File: src/rtl/squeeze_sched.sv
// Squeeze-layer weight sequencer: walks (group, chunk) for one fire layer and
// streams 8-lane weight/bias address beats to the MAC array over valid/ready.
module squeeze_sched #(
  parameter int LANES = 8,
  parameter int CHPAR = 16,
  parameter int AW    = 32
) (
  input  logic                clk,
  input  logic                rst_n,
  input  logic                start,
  input  logic [2:0]          fire_in,
  input  logic                abort,
  output logic [2:0]          firesel,
  output logic [LANES*AW-1:0] addr_w,
  output logic [LANES*AW-1:0] addr_f,
  output logic                beat_valid,
  input  logic                beat_ready,
  output logic                first_chunk,
  output logic                last_chunk,
  output logic                busy,
  output logic                done
);

  typedef enum logic [1:0] {
    IDLE = 2'd0,
    RUN  = 2'd1,
    DONE = 2'd2
  } state_t;

  function automatic logic [AW-1:0] cin_of(input logic [2:0] f);
    case (f)
      3'd0:       cin_of = AW'(64);
      3'd1, 3'd2: cin_of = AW'(128);
      3'd3, 3'd4: cin_of = AW'(256);
      3'd5, 3'd6: cin_of = AW'(384);
      default:    cin_of = AW'(512);
    endcase
  endfunction

  function automatic logic [4:0] nch_m1_of(input logic [2:0] f);
    case (f)
      3'd0:       nch_m1_of = 5'd3;
      3'd1, 3'd2: nch_m1_of = 5'd7;
      3'd3, 3'd4: nch_m1_of = 5'd15;
      3'd5, 3'd6: nch_m1_of = 5'd23;
      default:    nch_m1_of = 5'd31;
    endcase
  endfunction

  function automatic logic [2:0] ngrp_m1_of(input logic [2:0] f);
    case (f)
      3'd0, 3'd1: ngrp_m1_of = 3'd1;
      3'd2, 3'd3: ngrp_m1_of = 3'd3;
      3'd4, 3'd5: ngrp_m1_of = 3'd5;
      default:    ngrp_m1_of = 3'd7;
    endcase
  endfunction

  state_t        state, state_nxt;
  logic [2:0]    fire_r;
  logic [4:0]    c_r;
  logic [2:0]    g_r;
  logic [AW-1:0] aw_r   [LANES];
  logic [AW-1:0] af_r   [LANES];
  logic [AW-1:0] init_w [LANES];
  logic [AW-1:0] cin_cur;
  logic [AW-1:0] grp_step;
  logic          run, accept, load, last_c, last_g;

  assign run      = (state == RUN);
  assign accept   = run && beat_ready && !abort;
  assign load     = (state == IDLE) && start && !abort;
  assign cin_cur  = cin_of(fire_r);
  assign last_c   = (c_r == nch_m1_of(fire_r));
  assign last_g   = (g_r == ngrp_m1_of(fire_r));
  // From the last chunk of row r to chunk 0 of row r+8: +8*Cin - (Cin-16)
  assign grp_step = (cin_cur << 3) - cin_cur + AW'(CHPAR);

  // Lane row bases k*Cin built as an adder chain from the requested layer
  always_comb begin : lane_init
    logic [AW-1:0] acc;
    acc = '0;
    for (int k = 0; k < LANES; k++) begin
      init_w[k] = acc;
      acc       = acc + cin_of(fire_in);
    end
  end

  always_ff @(posedge clk or negedge rst_n) begin
    if (!rst_n) state <= IDLE;
    else        state <= state_nxt;
  end

  always_comb begin
    state_nxt = state;
    case (state)
      IDLE:    if (load) state_nxt = RUN;
      RUN: begin
        if (abort)                          state_nxt = IDLE;
        else if (accept && last_c && last_g) state_nxt = DONE;
      end
      DONE:    state_nxt = IDLE;
      default: state_nxt = IDLE;
    endcase
  end

  always_ff @(posedge clk or negedge rst_n) begin
    if (!rst_n) begin
      fire_r <= '0;
      c_r    <= '0;
      g_r    <= '0;
      for (int k = 0; k < LANES; k++) begin
        aw_r[k] <= '0;
        af_r[k] <= '0;
      end
    end else if (load) begin
      fire_r <= fire_in;
      c_r    <= '0;
      g_r    <= '0;
      for (int k = 0; k < LANES; k++) begin
        aw_r[k] <= init_w[k];
        af_r[k] <= AW'(k);
      end
    end else if (accept) begin
      if (last_c) begin
        c_r <= '0;
        g_r <= g_r + 3'd1;
        for (int k = 0; k < LANES; k++) begin
          aw_r[k] <= aw_r[k] + grp_step;
          af_r[k] <= af_r[k] + AW'(LANES);
        end
      end else begin
        c_r <= c_r + 5'd1;
        for (int k = 0; k < LANES; k++) aw_r[k] <= aw_r[k] + AW'(CHPAR);
      end
    end
  end

  // Outputs decode from registered state only, so beat_ready never reaches them
  always_comb begin
    firesel     = (state != IDLE) ? fire_r : 3'd0;
    beat_valid  = run;
    busy        = run;
    done        = (state == DONE);
    first_chunk = run && (c_r == 5'd0);
    last_chunk  = run && last_c;
    addr_w      = '0;
    addr_f      = '0;
    for (int k = 0; k < LANES; k++) begin
      addr_w[k*AW +: AW] = run ? aw_r[k] : '0;
      addr_f[k*AW +: AW] = run ? af_r[k] : '0;
    end
  end

endmodule

File: config.mk
export PLATFORM = sky130hd
export DESIGN_NAME = squeeze_sched
export DESIGN_NICKNAME = d
export VERILOG_FILES = /design/src/rtl/squeeze_sched.sv
export SDC_FILE = /design/constraint.sdc
export NUM_CORES = 2
export LEC_CHECK = 0
export ABC_CLOCK_PERIOD_IN_PS = 6400
export BUFFER_PORTS_ARGS = -buffer_cell sky130_fd_sc_hd__buf_4
export CAP_MARGIN = 20
export CORE_MARGIN = 5
export CORE_UTILIZATION = 64
export DETAILED_ROUTE_END_ITERATION = 7
export PLACE_DENSITY = 0.87
export SETUP_SLACK_MARGIN = 0.15
export SLEW_MARGIN = 20
export SYNTH_ARGS = -nofsm -noshare
export SYNTH_HDL_FRONTEND = slang
export SYNTH_SLANG_ARGS = --single-unit
File: constraint.sdc
create_clock -name clk -period 6.4 [get_ports clk]
set_clock_uncertainty 0.15 [all_clocks]
set_input_delay 0.64 -clock clk [delete_from_list [all_inputs] [get_ports clk]]
set_output_delay 0.64 -clock clk [all_outputs]
set_load 0.02 [all_outputs]
# == Yosys cells after proc, flatten, opt, wreduce, memory -nomap -nowiden ==
# Index checks and enable logic that the tools add are counted.
# word_totals
ff_bits,525
input_bits,8
out_inout_bits,520
# classes
add_sub_neg,34
n_eq_ne,18
mux,37
reduce_logical,27
# ops
op,count
$mux 256,6
$mux 32,16
$add 32x32->32,14
$add 32x5->32 const B,9
$add 32x4->32 const B,8
$pmux 10 s4,2
$sub 32x32->32,1
$pmux 5 s4,1
$eq 3x3->1 const B,6
$reduce_or 2->1,9
$mux 5,3
$eq 3x2->1 const B,4
$mux 3,4
$pmux 3 s3,1
$logic_and 1x1->1,8
$eq 3x1->1 const B,2
$logic_not 3->1,2
$mux 2,3
$reduce_bool 2->1,3
$add 5x1->5 const B,1
$eq 5x5->1,1
$logic_not 5->1,1
$pmux 2 s2,1
$reduce_and 2->1,2
other kinds (8),8

# == Depth between registers and ports, before layout ==
# logic_depth
depth_word,10
ltp_mapped,17
ltp_nobuf,16

# == Worst setup path after synthesis ==
# Ideal clock, no wire load.
# synth_timing
kind,input to register
start,input port fire_in[0]
end,register aw_r[10] (netlist name)
setup_time_ns,0.121
arrival_time_ns,3.898
t_required_ns,6.129
slack_ns,2.230
stages,16
path_buffers,1
path_cell_list,clkbuf_1 nand2_1 xnor2_1 clkinv_1 fa_1 inv_1 ha_1 o21ai_0 nand2b_1 xnor2_1 ha_1 a21oi_1 xnor2_1 xnor2_1 a21oi_1 o22a_1
# synth_via
elab_chain_cells,10
elab_cells_between_ends,18
cone_classes,6 x add/sub; 6 x eq/ne; 2 x mux; 4 x reduce/logical
# synth_rtl
item,line,text
"start, declared",11,"input logic [2:0] fire_in,"
"$eq 3x3->1, or another cell as far along",31,case (f)
$reduce_or 2->1,31,
$pmux 10 s4 *,31,
$add 32x32->32 (5 in series),85,acc = acc + cin_of(fire_in);
$add 32x32->32 *,85,
$mux 256 *,116,end else if (load) begin
"end signal, assigned by index",121,aw_r[k] <= init_w[k];
"end signal, assigned by index",129,aw_r[k] <= aw_r[k] + grp_step;
"end, declared",63,logic [AW-1:0] aw_r [LANES];
# Every way passes the cells marked *; elsewhere a longest branch is shown, timed or not.
# A chain may end at the register's enable or synchronous reset.

# == Final worst setup path ==
# layout_timing
start,register fire_r[2]
end,register aw_r[222] (netlist name)
# layout_via
elab_chain_cells,9
elab_cells_between_ends,19
cone_classes,3 x add/sub; 7 x eq/ne; 5 x mux; 4 x reduce/logical
# layout_rtl
item,line,text
"start, declared",60,logic [2:0] fire_r;
"start signal, assigned",117,fire_r <= fire_in;
"$eq 3x3->1, or another cell as far along","31, 41",
$reduce_or 2->1,"31, 41",
$pmux 10 s4,31,
$sub 32x32->32,77,assign grp_step = (cin_cur << 3) - cin_cur + AW'(CHPAR);
$add 32x5->32,77,
$add 32x32->32,129,
$mux 256 *,125,if (last_c) begin
$mux 256 *,124,end else if (accept) begin
$mux 256 *,116,
# Every way passes the cells marked *; elsewhere a longest branch is shown, timed or not. The select of a mux whose other input is x is not followed.

==> run metrics <==
GP Congestion 0.955; register area share after synthesis 30.5%; # diodes 0; Core Rows 90; Filler cells 4,567; commonest non-fill, non-tap cell in the layout buf_4; critical path class flip-flop to flip-flop; max incr delay on CP 780 ps; GRT Total Usage 36.2%; Startpoint Class flip-flop; post-DP HPWL roughly 84,000 um; maximum clock rate between 200 and 250 MHz; Crit Path Max Fanout 11; DRT Wirelength 124,000 um; GRT overflow 0; Max-slew headroom between 30% and 40%; share of layout cells above drive strength 1 12.3%; ranking of synthesized cells by area dfrtp_1, and2_1, ha_1, a21oi_1, nand2_1; I/O pin count 528; setup_tns 0 ps; antenna-violating nets left 0; pwr dens around 200 nW/um2; Register Area 11,800 um2; Leak 20.2 nW; FF+latch count, synth 470; final setup vio count 0; H-tree level count 2; sw frac 35.1%; Synth async-reset ratio 100%; Area growth, synth to finish 16.3%; sequential power share 36.8%; worst path cell trace or3_4 -> ha_1 -> xnor2_1 -> xnor2_2 -> ha_1 -> o21ai_0 -> o21ai_0 -> a2111oi_0 -> nor2_1 -> a21oi_1 -> o221ai_1 -> o311a_1 -> nand2_1; port bufs slightly below 500; RSZ-0062 raised after global routing no; Starting Density ~64%; Clock Sinks 470; CTS tree built; Longest Clk Path Bufs 3; die span in x 255 um; CTS Buf Count 54; clock share of power between 30% and 40%; nets ~5,600; Residual DRC 0; Hold Violations, Final 0; Worst Path Required 6810 ps; Synth Flop Type dfrtp_1; Max-Cap Viols 0; Worst-Skew Late Latency approximately 650 ps; first-pass GRT wire length between 150,000 and 200,000 um; DR vias/cell 6.34; top cell type by total area after synthesis dfrtp_1; Die Ht approximately 260 um; status complete, no violations; commonest cells after routing, fill and taps aside buf_4, nand2_1, nor2_1; Distinct cells, synth between 90 and 100; Initial DRT Pass Iterations 7; share of the synthesized area in the top cell type a little under a third; Hold Buf Count CTS 1; setup ws final 1450 ps; Final Cycle Share 77.3%; crit path DAT 5360 ps; area of the multi-input gates 25,900 um2; WL/cell 20.0 um; die area 65,200 um2; vias in the first global route 38,600; worst vdd ir ~0.00027 V; Post-synth EDFFs 0; cell-internal power 0.00594 W; Post-Synthesis Cells 4,933; largest net degree at the start of global routing between 150 and 200; Setup Fix Bufs, Post-CTS 0; Clock transition at path regs 60 ps; Core Footprint 60,000 um2; Mapped Avg Cell Area around 7.8 um2; crit end category flip-flop; post-cts sizing count 0; clock tree root driver cell clkbuf_16; post-synth design cell area 38,500 um2; Iteration-0 DRC Markers 3,765; combinational power share 26.7%; final-report max-slew violation count 0; initial antenna violation count 2; Yosys warning count 0; Hold Crit Depth 2; actual slew at the worst max-slew pin 996 ps; worst hold margin 102 ps; min Tclk post-route 4950 ps; pre-CTS setup slack 1560 ps; NetSw 0.00321 W; Slowest-stage cell, CP a2111oi_0; R2R depth 13; vias after detailed routing 39,400; Hold Path Class input pin to flip-flop
[path summary, 6_finish.rpt]
path | start | to | slack, ps
setup / recovery | fire_r[2] | aw_r[222] | 1450
hold / removal | abort | state[0] | 100
setup reg to reg | fire_r[2] | aw_r[222] | 1450
hold reg to reg | af_r[1] | af_r[1] | 310
max in group asynchronous | rst_n | state[0] | 4140
min in group asynchronous | rst_n | aw_r[211] | 510
[kinds of logic after synthesis]
group | share of synthesized area (%)
adder cells (fa/ha/maj) | 7.44
other | 0.00973
flip-flops | 30.5
multiplexers | 0.321
XOR/XNOR | 8.61
AND/OR/NAND/NOR | 28.6
buffers and inverters | 4.51
AO/OA/AOI/OAI | 20.0
[per-stage QoR]
step	area, um2	util [%]	power [W]	instances
final	44800	74.7	0.00915	6218
after global routing	44800	74.7	0.00955	6218
after CTS	44800	74.7	0.00910	6217
after detailed placement	42900	71.4	0.00577	6116
after global placement	42900	71.4	0.00569	6116
after floorplan	39300	-	0.00508	5128
[power groups by stage]
| stage | combinational (W) | sequential [W] | clock [W] |
|---|---|---|---|
| finish | 0.00244 | 0.00336 | 0.00334 |
| global route | 0.00268 | 0.00338 | 0.00349 |
| CTS | 0.00239 | 0.00335 | 0.00336 |
| detailed placement | 0.00237 | 0.00340 | 0 |
| global placement | 0.00230 | 0.00339 | 0 |
| floorplan | 0.00178 | 0.00330 | 0 |
[synthesized netlist by cell type (all sizes together) (16+ instances only)]
cell type and instances:
a211oi 26, a21o 52, a21oi 442, a31oi 59
and2 458, and3 74, and4 21, buf 118
clkbuf 192, dfrtp 470, ha 226, inv 85
nand2 503, nand3 211, nand4 104, nor2 474
nor2b 21, nor3 111, nor4 56, o211ai 32
o21a 33, o21ai 360, o221ai 42, o22ai 21
o311ai 23, o31ai 16, or3 74, xnor2 174
xor2 205
[worst max-delay path, delay by kind of cell, from the launching register on]
family / cells / cell delay [ps]
simple gates: 3 / 760
fa+ha+maj: 2 / 630
compound gates: 6 / 1980
xor+xnor: 2 / 810
flops: 1 / 530
[final cells by class]
type                            count  share of cell area [%]
Clock buffer                       76                    3.56
Clock inverter                     24                   0.706
Sequential cell                   470                    26.2
Tap cell                          782                    2.18
Multi-Input combinational cell   4262                    57.7
Inverter                           86                   0.737
Timing Repair Buffer              518                    8.87
[routing by layer]
| layer | vias to the layer above | routed length, um | GRT usage [%] |
|---|---|---|---|
| li1 | 18300 | - | - |
| met1 | 18700 | 48600 | 46.8 |
| met4 | 4 | 6760 | 18.2 |
| met5 | - | 27 | 0 |
| met3 | 448 | 12400 | 8.19 |
| met2 | 2004 | 56700 | 57.8 |
[state kept, by name, indices dropped and copies added, names as in the netlist]
signal and count:
g_r 3, aw_r 224, state 2, c_r 5
fire_r 3, af_r 233
(Power assumes the default switching activity.)
